==> src/rtl/leaf_out_arbiter.sv <==
// leaf_out_arbiter: round-robin, credit-gated arbiter that shares the single
// leaf-to-BFT output link among NUM_OUT_PORTS user streams. Each accepted
// word becomes a registered BFT packet {valid, dest_leaf, dest_port, addr,
// payload}, where addr is a per-port wrapping write address.
// Optional statistics block: define LEAF_ARB_STATS_EN to build per-port sent
// counters, a credit-stall counter and a resend-stall counter behind stat_sel.
module leaf_out_arbiter #(
  parameter int PACKET_BITS           = 49,
  parameter int PAYLOAD_BITS          = 32,
  parameter int NUM_LEAF_BITS         = 5,
  parameter int NUM_PORT_BITS         = 4,
  parameter int NUM_ADDR_BITS         = 7,
  parameter int NUM_OUT_PORTS         = 2,
  parameter int NUM_BRAM_ADDR_BITS    = 7,
  parameter int FREESPACE_UPDATE_SIZE = 64
) (
  input  logic                                  clk,
  input  logic                                  reset,
  input  logic [NUM_OUT_PORTS*PAYLOAD_BITS-1:0] din_leaf_user2interface,
  input  logic [NUM_OUT_PORTS-1:0]              vld_user2interface,
  output logic [NUM_OUT_PORTS-1:0]              ack_interface2user,
  output logic [PACKET_BITS-1:0]                dout_leaf_interface2bft,
  input  logic                                  resend,
  input  logic                                  cfg_we,
  input  logic [2:0]                            cfg_port,
  input  logic [NUM_LEAF_BITS+NUM_PORT_BITS-1:0] cfg_dest,
  input  logic                                  credit_upd_vld,
  input  logic [2:0]                            credit_upd_port,
  input  logic [3:0]                            stat_sel,
  output logic [31:0]                           stat_data
);

  localparam int CW           = NUM_BRAM_ADDR_BITS + 1;
  localparam int PTR_W        = (NUM_OUT_PORTS > 1) ? $clog2(NUM_OUT_PORTS) : 1;
  localparam int DEST_W       = NUM_LEAF_BITS + NUM_PORT_BITS;
  localparam int CREDIT_MAX_I = 1 << NUM_BRAM_ADDR_BITS;
  localparam logic [CW-1:0] CREDIT_MAX = CW'(CREDIT_MAX_I);

  logic [CW-1:0]            credit     [NUM_OUT_PORTS];
  logic [CW-1:0]            credit_nxt [NUM_OUT_PORTS];
  logic [NUM_ADDR_BITS-1:0] addr       [NUM_OUT_PORTS];
  logic [DEST_W-1:0]        dest       [NUM_OUT_PORTS];
  logic [PTR_W-1:0]         rr_ptr, rr_ptr_nxt;
  logic [NUM_OUT_PORTS-1:0] eligible;
  logic                     grant_vld;
  logic [PTR_W-1:0]         grant_idx;
  logic [PACKET_BITS-1:0]   pkt_nxt;

  // A port may be served when it has data, downstream space, and the link is not stalled.
  always_comb begin
    for (int i = 0; i < NUM_OUT_PORTS; i++) begin
      eligible[i] = vld_user2interface[i] && (credit[i] != '0) && !resend && !reset;
    end
  end

  // Round-robin search: first eligible port at or after the pointer wins.
  // NOTE: combinational blocks use blocking assignments and give every output
  // a default first, so no path leaves a signal unassigned and no latch is inferred.
  always_comb begin
    int idx;
    grant_vld = 1'b0;
    grant_idx = '0;
    idx       = 0;
    for (int k = 0; k < NUM_OUT_PORTS; k++) begin
      idx = (int'(rr_ptr) + k) % NUM_OUT_PORTS;
      if (!grant_vld && eligible[idx[PTR_W-1:0]]) begin
        grant_vld = 1'b1;
        grant_idx = idx[PTR_W-1:0];
      end
    end
  end

  // Decode the winner into the ack pulse, the next pointer and the outgoing packet.
  always_comb begin
    ack_interface2user = '0;
    rr_ptr_nxt         = rr_ptr;
    pkt_nxt            = '0;
    for (int i = 0; i < NUM_OUT_PORTS; i++) begin
      if (grant_vld && grant_idx == PTR_W'(i)) begin
        ack_interface2user[i] = 1'b1;
        rr_ptr_nxt            = (i == NUM_OUT_PORTS - 1) ? '0 : PTR_W'(i + 1);
        pkt_nxt = {1'b1, dest[i], addr[i],
                   din_leaf_user2interface[i*PAYLOAD_BITS +: PAYLOAD_BITS]};
      end
    end
  end

  // Credit bookkeeping: one credit per grant, a block of credits per update, capped at buffer depth.
  always_comb begin
    int sum;
    sum = 0;
    for (int i = 0; i < NUM_OUT_PORTS; i++) begin
      sum = int'(credit[i]);
      if (ack_interface2user[i]) sum = sum - 1;
      if (credit_upd_vld && credit_upd_port == 3'(i)) sum = sum + FREESPACE_UPDATE_SIZE;
      if (sum > CREDIT_MAX_I) sum = CREDIT_MAX_I;
      credit_nxt[i] = CW'(sum);
    end
  end

  // Registered state: pointer, output packet, and per-port credit/address/destination.
  // NOTE: the per-port arrays are small register files, not RAM, so they are
  // cleared on reset like any other state; sequential blocks use <= only.
  always_ff @(posedge clk) begin
    if (reset) begin
      rr_ptr                  <= '0;
      dout_leaf_interface2bft <= '0;
      for (int i = 0; i < NUM_OUT_PORTS; i++) begin
        credit[i] <= CREDIT_MAX;
        addr[i]   <= '0;
        dest[i]   <= '0;
      end
    end else begin
      rr_ptr                  <= rr_ptr_nxt;
      dout_leaf_interface2bft <= pkt_nxt;
      for (int i = 0; i < NUM_OUT_PORTS; i++) begin
        credit[i] <= credit_nxt[i];
        if (ack_interface2user[i]) addr[i] <= addr[i] + 1'b1;
        if (cfg_we && cfg_port == 3'(i)) dest[i] <= cfg_dest;
      end
    end
  end

`ifdef LEAF_ARB_STATS_EN
  logic [31:0]              sent_cnt [NUM_OUT_PORTS];
  logic [31:0]              stall_cnt;
  logic [31:0]              resend_cnt;
  logic [31:0]              stat_nxt;
  logic                     any_stall;

  // A credit stall is any port holding valid data with no downstream space.
  always_comb begin
    any_stall = 1'b0;
    for (int i = 0; i < NUM_OUT_PORTS; i++) begin
      if (vld_user2interface[i] && credit[i] == '0) any_stall = 1'b1;
    end
  end

  // Statistics read mux: ports first, then the two stall counters at the top of the map.
  always_comb begin
    stat_nxt = '0;
    for (int i = 0; i < NUM_OUT_PORTS; i++) begin
      if (stat_sel == 4'(i)) stat_nxt = sent_cnt[i];
    end
    if (stat_sel == 4'd14) stat_nxt = stall_cnt;
    if (stat_sel == 4'd15) stat_nxt = resend_cnt;
  end

  // Counters wrap freely; read data is registered.
  always_ff @(posedge clk) begin
    if (reset) begin
      stall_cnt  <= '0;
      resend_cnt <= '0;
      stat_data  <= '0;
      for (int i = 0; i < NUM_OUT_PORTS; i++) sent_cnt[i] <= '0;
    end else begin
      if (any_stall) stall_cnt  <= stall_cnt + 1'b1;
      if (resend)    resend_cnt <= resend_cnt + 1'b1;
      stat_data <= stat_nxt;
      for (int i = 0; i < NUM_OUT_PORTS; i++) begin
        if (ack_interface2user[i]) sent_cnt[i] <= sent_cnt[i] + 1'b1;
      end
    end
  end
`else
  logic unused_stat_sel;
  assign unused_stat_sel = ^stat_sel;
  assign stat_data       = '0;
`endif

endmodule

==> config.mk <==
export PLATFORM = sky130hd
export DESIGN_NAME = leaf_out_arbiter
export DESIGN_NICKNAME = d
export VERILOG_FILES = /design/src/rtl/leaf_out_arbiter.sv
export SDC_FILE = /design/constraint.sdc
export NUM_CORES = 1
export LEC_CHECK = 0
export ABC_AREA = 1
export BUFFER_PORTS_ARGS = -buffer_cell sky130_fd_sc_hd__buf_4
export CORE_MARGIN = 4
export CORE_UTILIZATION = 25
export DETAILED_ROUTE_END_ITERATION = 6
export GPL_TIMING_DRIVEN = 0
export HOLD_SLACK_MARGIN = 0.1
export SYNTH_ARGS = -nofsm -noshare
export SYNTH_HDL_FRONTEND = slang
export SYNTH_SLANG_ARGS = --single-unit
export TNS_END_PERCENT = 10
==> constraint.sdc <==
create_clock -name clk -period 4.7 [get_ports clk]
set_clock_uncertainty 0.1 [all_clocks]
set_input_delay 0.235 -clock clk [delete_from_list [all_inputs] [get_ports clk]]
set_output_delay 0.235 -clock clk [all_outputs]
set_load 0.005 [all_outputs]
==> results_dict.tcl <==
set metrics [dict create \
    status "complete, no violations" \
    met1_usage_pct 13.5 \
    peakVddDrop_mv 0.176 \
    grt_pass1_vias 3748 \
    pin_count 173 \
    portBuffers 136 \
    grt-busiest-layer "met2" \
    core_sq_um 17500 \
    critPathCaptureType "register" \
    row_count 48 \
    dieArea_sq_um 20300 \
    min_to "rr_ptr$_SDFFE_PP0N_" \
    vias 3898 \
    hold_start "resend" \
    holdBufCountCts 65 \
    rsz0062_at_grt "false" \
    layout_commonest_cell "buf_4" \
    wl_mm 11.9 \
    p_per_area_nw_per_um2 307 \
    crit_arrival_ns 3.12 \
    synth_area_sq_um 4520 \
    start_util_pct 25.9 \
    die-height_um 142 \
    post_cts_buffers 0 \
    insertion_delay_ns 0.35 \
    final_cells 964 \
    wl_per_cell_um 12.3 \
    seqPwrFrac_pct 45.4 \
    clk_path_buf_depth 2 \
    clock-root-buffer "clkbuf_16" \
    cts_sinks 98 \
    p_int_uw 1580 \
    cts-htree-levels 3 \
    tns_ns 0 \
    criticalPathCategory "register to register" \
    hold_depth 4 \
    r2r_end "credit[0][5]$_SDFF_PP0_" \
    swShare_pct 25.6 \
    antenna_found_initial 0 \
    required_ns 4.84 \
    clk_pin_slew_ns 0.07 \
    crit_path_max_fanout 10 \
    gp_congestion 0.800 \
    cp-start-kind "register" \
    fill_cells 1709 \
    placed_area_sq_um 5980 \
    layout_common_cells "buf_4, dfxtp_1, dlygate4sd3_1" \
    avgViaCountPerCell 4.04 \
    grt_pass1_wl_mm 18.4 \
    power_switching_uw 543 \
    syn_avg_cell_area_sq_um 9.41 \
    drt_iter0_drc 140 \
    power_frac_clock_pct 33.6 \
    dp.cells 883 \
    diodes 0 \
    syn_inst 480 \
    ys_types 38 \
    tightestPinTransition_ns 0.568 \
    rrSetupSlack_ns 1.72 \
    fmax_mhz 336 \
    firstDrtPassIters 5 \
    track_usage_pct 11.4 \
    ant_nets 0 \
    grt_start_max_net_pins 16 \
    place_hpwl_mm 8.36 \
    cap_viol_max_count 0 \
    met3_usage_pct 2.32 \
    power_leakage_uw 0.00338 \
    num-nets-final 838 \
    synth-edff-count 32 \
    slew_viol_final 0 \
    final_area_sq_um 6910 \
    setup_viol 0 \
    period_share_pct 63.4 \
    gr-total-overflow 0 \
    yosysWarningCount 0 \
    syn_to_final_growth_pct 53.0 \
    cts.repair.resized 0 \
    total_power_uw 2120 \
    reg2reg_depth 21 \
    finalHoldViolCount 0 \
    r2r-start "credit[0][0]$_SDFF_PP0_" \
    drc_errors 0 \
    cts_made_buffers 9 \
    min_period_ns 2.98 \
    slew_headroom_pct 62.2 \
    combinationalPowerShare_pct 20.9 \
    die_width_um 142 \
    ys_ff_latch 98 \
    ys.flop_type "dfxtp_1" \
    met2_usage_pct 19.7 \
    final_layout_size_suffix_gt1_share_pct 30.0 \
    synth.yosys.seq_area_share_pct 50.5 \
    async_flop_share_pct 0 \
    hp-class "input pin to register" \
    cts_tree "done" \
]
[state kept, by name, indices dropped and copies added, names as in the netlist]
register                 cells
rr_ptr                       1
dout_leaf_interface2bft     49
credit                      16
dest                        18
addr                        14
[kinds of logic after synthesis]
| logic type | after synthesis | share of synthesized area, % |
|---|---|---|
| simple gates | 166 | 17.4 |
| buf+inv | 115 | 12.8 |
| flops | 98 | 50.5 |
| compound gates | 68 | 11.9 |
| xor+xnor | 17 | 3.30 |
| fa+ha+maj | 14 | 3.88 |
| other cells | 2 | 0.166 |
[cell usage after synthesis (8+ instances only)]
cell      number  area [sq um]
a22o_1        44           385
buf_4         33           248
dfxtp_1       66          1320
edfxtp_1      32           961
ha_1          14           175
inv_1         64           240
nand2_1       59           221
nand2_2        8          50.1
nand3_1       22           110
nor2_1        46           173
nor2_2         9          56.3
o21ai_0        8          40.0
xor2_1        14           123
[power by group through the flow]
stage          combinational [uW]  sequential (uW)  clock [uW]
4_1_cts                       443              965         733
5_1_grt                       498              971         760
6_report                      444              964         713
3_5_place_dp                  391              983           0
2_1_floorplan                 235              981           0
3_3_place_gp                  389              982           0
[worst max path at each step]
| stage | cells past startpoint | endpoint | slack, ns | start |
|---|---|---|---|---|
| finish | 21 | credit[0][5]$_SDFF_PP0_ | 1.72 | credit[0][0]$_SDFF_PP0_ |
| global placement | 21 | credit[0][4]$_SDFF_PP0_ | 1.68 | credit[0][0]$_SDFF_PP0_ |
| floorplan | 21 | credit[0][3]$_SDFF_PP0_ | 2.05 | credit[0][0]$_SDFF_PP0_ |
| global route | 21 | credit[0][3]$_SDFF_PP0_ | 1.40 | credit[0][0]$_SDFF_PP0_ |
| CTS | 21 | credit[0][4]$_SDFF_PP0_ | 1.67 | credit[0][0]$_SDFF_PP0_ |
| detailed placement | 21 | credit[0][4]$_SDFF_PP0_ | 1.69 | credit[0][0]$_SDFF_PP0_ |
[per-stage QoR]
stage / hold WS, ns / setup slack (ns) / util (%)
6_report: 0.129 / 1.72 / 39.6
5_1_grt: 0.141 / 1.40 / 39.6
4_1_cts: 0.114 / 1.67 / 39.6
3_5_place_dp: 0.346 / 1.69 / 34.2
3_3_place_gp: 0.339 / 1.68 / 34.2
2_1_floorplan: 0.260 / 2.05 / -
[metal layers]
layer | routed length [um] | up-vias
li1 | - | 2005
met1 | 5040 | 1733
met2 | 5590 | 145
met3 | 977 | 15
met4 | 251 | 0
met5 | 0 | -
[worst max-delay path, cell delays in order (launching register included)]
cell and delay [ns]:
dfxtp_1 0.31, inv_1 0.11, ha_1 0.20, nand2_1 0.07
nor2_2 0.20, nand2_4 0.08, nand3_2 0.08, nand2_2 0.12
nand2_4 0.16, buf_8 0.16, o21a_1 0.13, ha_1 0.14
inv_1 0.05, ha_1 0.27, a41oi_1 0.19, a21oi_1 0.07
nand3_1 0.09, nor2_1 0.05, nand3_1 0.07, nand2_2 0.07
nand2_4 0.10, nor2_1 0.05
[cell type report]
class                   count  area (sq um)  area share, %
multi-input cells         309          1810           26.2
plain buffers              46           322           4.65
clock inverters             2          10.0          0.145
well taps                 225           282           4.07
flip-flops and latches     98          2280           33.0
repair buffers            201          1670           24.2
clock buffers              14           275           3.98
inverters                  69           259           3.75
Power figures use the tool's default switching activity.
